`src/rtl/capture_ctrl.sv`:
```
// Logic-analyser capture controller: fills a circular RAM around a trigger event,
// then dumps the buffer oldest-first, one byte per transmitter handshake.
module capture_ctrl #(
    parameter int ENTRIES = 384,
    parameter int LOG2    = 9
) (
    input  logic            clk,
    input  logic            rst,
    input  logic            wrt_smpl,
    input  logic            run,
    input  logic [LOG2-1:0] trig_pos,
    input  logic            triggered,
    input  logic            dump,
    input  logic [7:0]      rdata,
    input  logic            resp_sent,
    output logic            we,
    output logic [LOG2-1:0] waddr,
    output logic [LOG2-1:0] raddr,
    output logic            armed,
    output logic            capture_done,
    output logic            send_resp,
    output logic [7:0]      resp
);

    localparam int CW = LOG2 + 1;

    localparam logic [2:0] IDLE      = 3'd0;
    localparam logic [2:0] FILL      = 3'd1;
    localparam logic [2:0] ARMED     = 3'd2;
    localparam logic [2:0] POST      = 3'd3;
    localparam logic [2:0] DONE      = 3'd4;
    localparam logic [2:0] DUMP_RD   = 3'd5;
    localparam logic [2:0] DUMP_TX   = 3'd6;
    localparam logic [2:0] DUMP_WAIT = 3'd7;

    localparam logic [LOG2-1:0] LAST_ADDR = LOG2'(ENTRIES - 1);
    localparam logic [CW-1:0]   ENTRIES_C = CW'(ENTRIES);

    logic [2:0]      state;
    logic [LOG2-1:0] tpos_q;
    logic [CW-1:0]   smpl_cnt;
    logic [CW-1:0]   post_cnt;
    logic [CW-1:0]   byte_cnt;

    logic [LOG2-1:0] tpos_clamped;
    logic [LOG2-1:0] waddr_nxt;
    logic [LOG2-1:0] raddr_nxt;
    logic [CW-1:0]   fill_target;
    logic            capturing;
    logic            dumping;

    always_comb begin
        tpos_clamped = (trig_pos > LAST_ADDR) ? LAST_ADDR : trig_pos;
        // Pre-trigger depth leaves exactly trig_pos slots for post-trigger samples.
        fill_target  = ENTRIES_C - {1'b0, tpos_q};
        waddr_nxt    = (waddr == LAST_ADDR) ? '0 : waddr + 1'b1;
        raddr_nxt    = (raddr == LAST_ADDR) ? '0 : raddr + 1'b1;
        capturing    = (state == FILL) || (state == ARMED) || (state == POST);
        dumping      = (state == DUMP_RD) || (state == DUMP_TX) || (state == DUMP_WAIT);
    end

    assign we = wrt_smpl & capturing;

    always_ff @(posedge clk or posedge rst) begin
        if (rst) begin
            state        <= IDLE;
            tpos_q       <= '0;
            smpl_cnt     <= '0;
            post_cnt     <= '0;
            byte_cnt     <= '0;
            waddr        <= '0;
            raddr        <= '0;
            armed        <= 1'b0;
            capture_done <= 1'b0;
            send_resp    <= 1'b0;
            resp         <= 8'h00;
        end else begin
            send_resp <= 1'b0;
            if (run && !dumping) begin
                state        <= FILL;
                tpos_q       <= tpos_clamped;
                smpl_cnt     <= '0;
                post_cnt     <= '0;
                waddr        <= '0;
                armed        <= 1'b0;
                capture_done <= 1'b0;
            end else begin
                case (state)
                    IDLE: ;
                    FILL: begin
                        if (wrt_smpl) begin
                            waddr    <= waddr_nxt;
                            smpl_cnt <= smpl_cnt + 1'b1;
                            if (smpl_cnt + 1'b1 == fill_target) begin
                                state <= ARMED;
                                armed <= 1'b1;
                            end
                        end
                    end
                    ARMED: begin
                        // A write coinciding with the trigger still belongs to the pre-trigger window.
                        if (wrt_smpl)
                            waddr <= waddr_nxt;
                        if (triggered) begin
                            post_cnt <= '0;
                            if (tpos_q == '0) begin
                                state        <= DONE;
                                capture_done <= 1'b1;
                                armed        <= 1'b0;
                            end else begin
                                state <= POST;
                            end
                        end
                    end
                    POST: begin
                        if (wrt_smpl) begin
                            waddr    <= waddr_nxt;
                            post_cnt <= post_cnt + 1'b1;
                            if (post_cnt + 1'b1 == {1'b0, tpos_q}) begin
                                state        <= DONE;
                                capture_done <= 1'b1;
                                armed        <= 1'b0;
                            end
                        end
                    end
                    DONE: begin
                        // waddr now points at the oldest sample in the ring.
                        if (dump) begin
                            raddr    <= waddr;
                            byte_cnt <= '0;
                            state    <= DUMP_RD;
                        end
                    end
                    DUMP_RD: state <= DUMP_TX;
                    DUMP_TX: begin
                        resp      <= rdata;
                        send_resp <= 1'b1;
                        state     <= DUMP_WAIT;
                    end
                    DUMP_WAIT: begin
                        if (resp_sent) begin
                            raddr    <= raddr_nxt;
                            byte_cnt <= byte_cnt + 1'b1;
                            state    <= (byte_cnt + 1'b1 == ENTRIES_C) ? IDLE : DUMP_RD;
                        end
                    end
                    default: state <= IDLE;
                endcase
            end
        end
    end

endmodule

```
`config.mk`:
```
export PLATFORM = sky130hd
export DESIGN_NAME = capture_ctrl
export DESIGN_NICKNAME = d
export VERILOG_FILES = /design/src/rtl/capture_ctrl.sv
export SDC_FILE = /design/constraint.sdc
export NUM_CORES = 1
export LEC_CHECK = 0
export CORE_MARGIN = 2
export CORE_UTILIZATION = 60
export CTS_CLUSTER_SIZE = 28
export DETAILED_ROUTE_END_ITERATION = 12
export MAX_ROUTING_LAYER = met4
export PLACE_DENSITY = 0.83
export SLEW_MARGIN = 20
export SYNTH_ARGS = -nofsm -noshare
export SYNTH_HDL_FRONTEND = slang
export SYNTH_SLANG_ARGS = --single-unit
```
`constraint.sdc`:
```
create_clock -name clk -period 5.75 [get_ports clk]
set_clock_uncertainty 0.2 [all_clocks]
set_input_delay 1.15 -clock clk [delete_from_list [all_inputs] [get_ports clk]]
set_output_delay 1.15 -clock clk [all_outputs]
set_load 0.02 [all_outputs]
```
==> metrics.txt, run 1 <==
top cell type's share of synthesized area ~41%; Die Y-Extent ~89 microns; via density per instance roughly 6; CTS Buf Count 9; max-cap violation count 0; vias in the first global route 3,726; Synth Warn # 0; worst skew pair latency roughly 350 ps; final hold violations 0; Starting DRT DRC Count 321; Mapped Avg Cell Area 8.44 sq um; clk slew on worst S/H paths 70 ps; # Post-CTS Setup Buffers 0; setup TNS 0 ps; non-filler cells, final 660; EDFF count, synth 0; Area Growth Syn to Fin 18.3%; Pre-antenna DRT Iters 5; Die W between 80 and 90 microns; register area share after synthesis ~40%; Core ar. about 7000 sq um; final slew viol count 0; Synth Flop Type dfrtp_1; PnR Total Power about 0.0019 W; outcome finished clean; placed cells 644; Worst-Margin Slew just over 800 ps; Nets between 500 and 600; CTS tree built; clk root buf clkbuf_8; GRT overflow 0; die area between 7000 and 8000 sq um; initial antenna violation count 0; CP delay by family, top buffers and inverters; most frequent cell after synthesis nand2_1; total track usage 28.7%; WP data arrival 3170 ps; starting density of the core between 60% and 70%; Vias between 3,000 and 4,000; fill count ~570; gpl congestion approximately 0.9; Syn Std Cell Area approximately 4300 sq um; Antenna Cells 0; pin count of the biggest net entering global routing 48; Critical Path, Cell by Cell clkdlybuf4s50_1, nand2_1, nor2_1, clkdlybuf4s50_1; post-synthesis cell type count 67; Leakage 2.11 nW; synth top area cells dfrtp_1, o21ai_0, nand2_1; Cells after Synth roughly 510; maximum level of the CTS H-tree 3; maximum clock rate roughly 220 MHz; dominant cell type by count on the critical path clkdlybuf4s50_1; top cells by count, synth nand2_1, dfrtp_1, o21ai_0; clock sinks between 70 and 80; Post-DP HPWL 7.29 mm; leading area contributor after synthesis dfrtp_1; clk buf depth 2; Critical Path Start Type input port; Slowest Stage Delay on Critical Path approximately 760 ps; Async SR Flop Fraction between 90% and 100%; Max transition margin 45.2%; Final setup violation count 0; Worst Path Required between 4000 and 5000 ps; IO Pins 54; Syn Nets ~540; CP max FO 11; worst hold path class flip-flop to flip-flop; crit path max-delay cell type clkdlybuf4s50_1; RSZ-0062 raised after global routing false; # hold bufs at CTS 0; drt drc 0; PortBufs 53; post-detailed-route count of antenna-violating nets 0; kind of critical path input port to output port; routed length per instance ~16 microns; CP bufs+invs 2; num rows 31; fin area 5130 sq um; post-synthesis register bit count 71; power density cells ~370 nW/um^2; maximum VDD drop 0.000230 V; drt total wl 10.5 mm; area post-placement 4880 sq um; CTS resizes 0; Final Cycle Share between 70% and 80%; Period minus WS final about 4500 ps; post-layout util between 70% and 80%; CP Capture Type output port; share of cells above drive strength 1 around 6.6%; first-pass GRT wire length roughly 17 mm
[registers in the layout (all words and copies together), names as in the netlist]
signal / count
state: 3
resp: 8
smpl_cnt: 10
capture_done: 1
raddr: 9
post_cnt: 10
armed: 1
tpos_q: 9
waddr: 9
send_resp: 1
byte_cnt: 10
[area by class of cell]
cell class	count	area [sq um]	share of cell area, %
multi-input cells	407	2400	46.7
clock buffers	10	128	2.49
flip-flops and latches	71	1780	34.6
repair buffers	55	546	10.6
clock inverters	6	115	2.24
inverters	12	46.3	0.902
well taps	99	124	2.41
[worst paths after layout]
path	startpoint	endpoint	slack, ps	cells past startpoint
worst max-delay path	wrt_smpl	we	1230	4
worst min-delay path	resp[3]	resp[3]	280	2
worst max register to register	post_cnt[0]	state[0]	2470	8
worst min register to register	resp[3]	resp[3]	280	2
max in group asynchronous	rst	byte_cnt[5]	3470	3
min in group asynchronous	rst	resp[4]	1050	2
[layout by cell type, fill, tap and decap left out, types with 5 or more instances in the layout]
| master | count |
|---|---|
| nand3_1 | 22 |
| o31ai_1 | 6 |
| o21ai_0 | 62 |
| xnor2_1 | 21 |
| nor3_1 | 12 |
| or3_1 | 7 |
| nor2_1 | 45 |
| a21oi_1 | 29 |
| inv_1 | 10 |
| and3_1 | 12 |
| nor4_1 | 5 |
| a31oi_1 | 6 |
| dfrtp_1 | 71 |
| xor2_1 | 14 |
| nand4_1 | 9 |
| nand2b_1 | 6 |
| nor2b_1 | 5 |
| nor3b_1 | 6 |
| clkbuf_8 | 9 |
| ha_1 | 6 |
| nand2_1 | 76 |
| clkdlybuf4s50_1 | 53 |
[power breakdown]
group / switching [W] / total (W) / internal (W) / leakage, nW
clock network: 0.000199 / 0.000490 / 0.000291 / 0.117
logic: 0.000384 / 0.000676 / 0.000292 / 1.05
registers: 0.000140 / 0.000728 / 0.000588 / 0.943
total: 0.000722 / 0.00189 / 0.00117 / 2.11
[tightest hold or removal path, delay by kind of cell, from the launching register on]
family        cells  cell delay (ps)
flops             1              340
simple gates      2              110
[through the flow]
step	setup WS, ps	hold WS, ps
2_1_floorplan	2600	277
3_3_place_gp	1340	258
3_5_place_dp	1300	264
4_1_cts	1260	289
5_1_grt	1130	314
6_report	1230	282
[layer usage]
metal	share of wire (%)	up-vias	global-route usage (%)
met5	0	-	-
li1	-	1904	-
met4	1.8	0	9.77
met1	45	1896	37.6
met3	5.4	16	6.28
met2	48	130	44.6
[cell families after synthesis]
| group | count (synthesis) | share of synthesized area, % |
|---|---|---|
| AO/OA/AOI/OAI | 133 | 18.2 |
| XOR/XNOR | 38 | 8.68 |
| adder cells (fa/ha/maj) | 6 | 1.73 |
| buffers and inverters | 36 | 3.98 |
| flip-flops | 71 | 40.9 |
| multiplexers | 3 | 0.721 |
| AND/OR/NAND/NOR | 227 | 25.8 |
Power figures use the tool's default switching activity.
==> run 2, diff against run 1 <==
Settings changed: CORE_UTILIZATION 60 to 51, PLACE_DENSITY 0.83 to 0.75.
Clock period 5.75 ns to 4.14 ns, I/O delays scaled along.
==> run 2 against run 1 <==
Flip-flop and latch count unchanged. Largest cell class unchanged. Clock power up 53%. Register-to-register slack lost 1500 ps. Worst hold slack lost 0.90 ps. Core utilization shrank 8.8 points. Die area up 17%. Wire length is 0.80% higher. Via count fell by 0.33%.
==> metrics.txt, run 2 (synthesized netlist as in run 1, its figures left out) <==
drt total wl approximately 11 mm; CP max FO 11; CP Capture Type output port; initial antenna violation count 0; CP bufs+invs 3; gpl congestion roughly 0.9; vias in the first global route about 3,700; PortBufs 53; starting density of the core between 50% and 60%; maximum VDD drop 0.000284 V; first-pass GRT wire length approximately 17 mm; # Post-CTS Setup Buffers 0; area post-placement 4910 sq um; Post-DP HPWL 7.41 mm; Core ar. between 8000 and 9000 sq um; final slew viol count 0; Antenna Cells 0; maximum clock rate a little under 300 MHz; Worst Path Required approximately 3100 ps; Pre-antenna DRT Iters 5; CTS tree built; Hold Crit Depth 2; final hold violations 0; PnR Total Power about 0.0027 W; Critical Path, Cell by Cell clkdlybuf4s50_1, nand2_1, nor2_1, buf_4, clkdlybuf4s50_1; fin area 5190 sq um; Nets 589; clock sinks 71; via density per instance about 5.9; pin count of the biggest net entering global routing 38; reg2reg path depth 8; Largest regs byte_cnt (10), post_cnt (10), smpl_cnt (10); maximum level of the CTS H-tree 3; clk buf depth 2; post-detailed-route count of antenna-violating nets 0; max-cap violation count 0; kind of critical path input port to output port; CP delay by family, top buffers and inverters; drt drc 0; WP data arrival roughly 2400 ps; RSZ-0062 raised after global routing false; R2R setup slack approximately 960 ps; CTS resizes 0; Worst-Margin Slew 729 ps; RR Endpoint state[0]; # hold bufs at CTS 0; most common cell after layout, fill and taps aside nand2_1; Final setup violation count 0; clk root buf clkbuf_8; setup TNS 0 ps; min-delay src resp[6]; hold_ws approximately 280 ps; Critical Path Start Type input port; GRT overflow 0; Vias between 3,000 and 4,000; Max transition margin between 50 and 60%; Final Cycle Share 82.6%; IO Pins between 50 and 60; worst hold path class flip-flop to flip-flop; total track usage between 20% and 30%; dominant cell type by count on the critical path clkdlybuf4s50_1; Starting DRT DRC Count 247; most frequent cells in the layout nand2_1, dfrtp_1, o21ai_0; power density cells about 520 nW/um^2; worst skew pair latency ~350 ps; RR Startpoint post_cnt[0]; outcome finished clean; Slowest Stage Delay on Critical Path 620 ps; post-layout util a little over three fifths; Area Growth Syn to Fin 19.6%; Hold Path End resp[6]; clk slew on worst S/H paths approximately 80 ps; num rows 33; share of cells above drive strength 1 about 7.1%; Period minus WS final 3420 ps; routed length per instance 15.8 microns; Die Y-Extent ~96 microns; Die W 96.2 microns; die area between 9000 and 10,000 sq um; CTS Buf Count 9; crit path max-delay cell type clkdlybuf4s50_1; Leakage ~2.1 nW
-- run 2: metrics by stage --
step           cells  setup WS [ps]
6_report         669            719
5_1_grt          669            622
4_1_cts          669            724
3_5_place_dp     653            597
3_3_place_gp     653            708
2_1_floorplan    514           1320
-- run 2: final cells by class --
class	instances	area [sq um]
clock buffers	11	141
multi-input cells	407	2400
clock inverters	5	129
fillers	691	3030
well taps	105	131
repair buffers	58	568
inverters	12	45.0
flip-flops and latches	71	1780
-- run 2: power breakdown --
group          internal (W)  switching (W)  total (W)
clock              0.000479       0.000269   0.000748
combinational      0.000413       0.000523   0.000936
sequential         0.000817       0.000203    0.00102
-- run 2: how the worst max path moves through the flow --
stage | startpoint | to | slack, ps | depth (start not counted)
floorplan | rst | armed | 1320 | 1
global placement | wrt_smpl | state[0] | 710 | 8
detailed placement | wrt_smpl | state[0] | 600 | 8
CTS | wrt_smpl | we | 720 | 5
global route | wrt_smpl | we | 620 | 5
finish | wrt_smpl | we | 720 | 5
-- run 2: worst reg2reg max path: stages, from the launching register on --
cell	delay, ps
dfrtp_1	480
ha_1	280
nand3_2	160
nor2_2	210
xnor2_1	100
or4_1	530
o31ai_1	580
nand2_1	210
mux2_2	310
-- run 2: per-layer routing --
metal,GRT usage [%],vias to the layer above,wire length (microns)
li1,-,1918,-
met1,33.7,1890,4900
met2,38.4,110,4990
met3,4.78,15,553
met4,6.43,0,145
met5,-,-,0
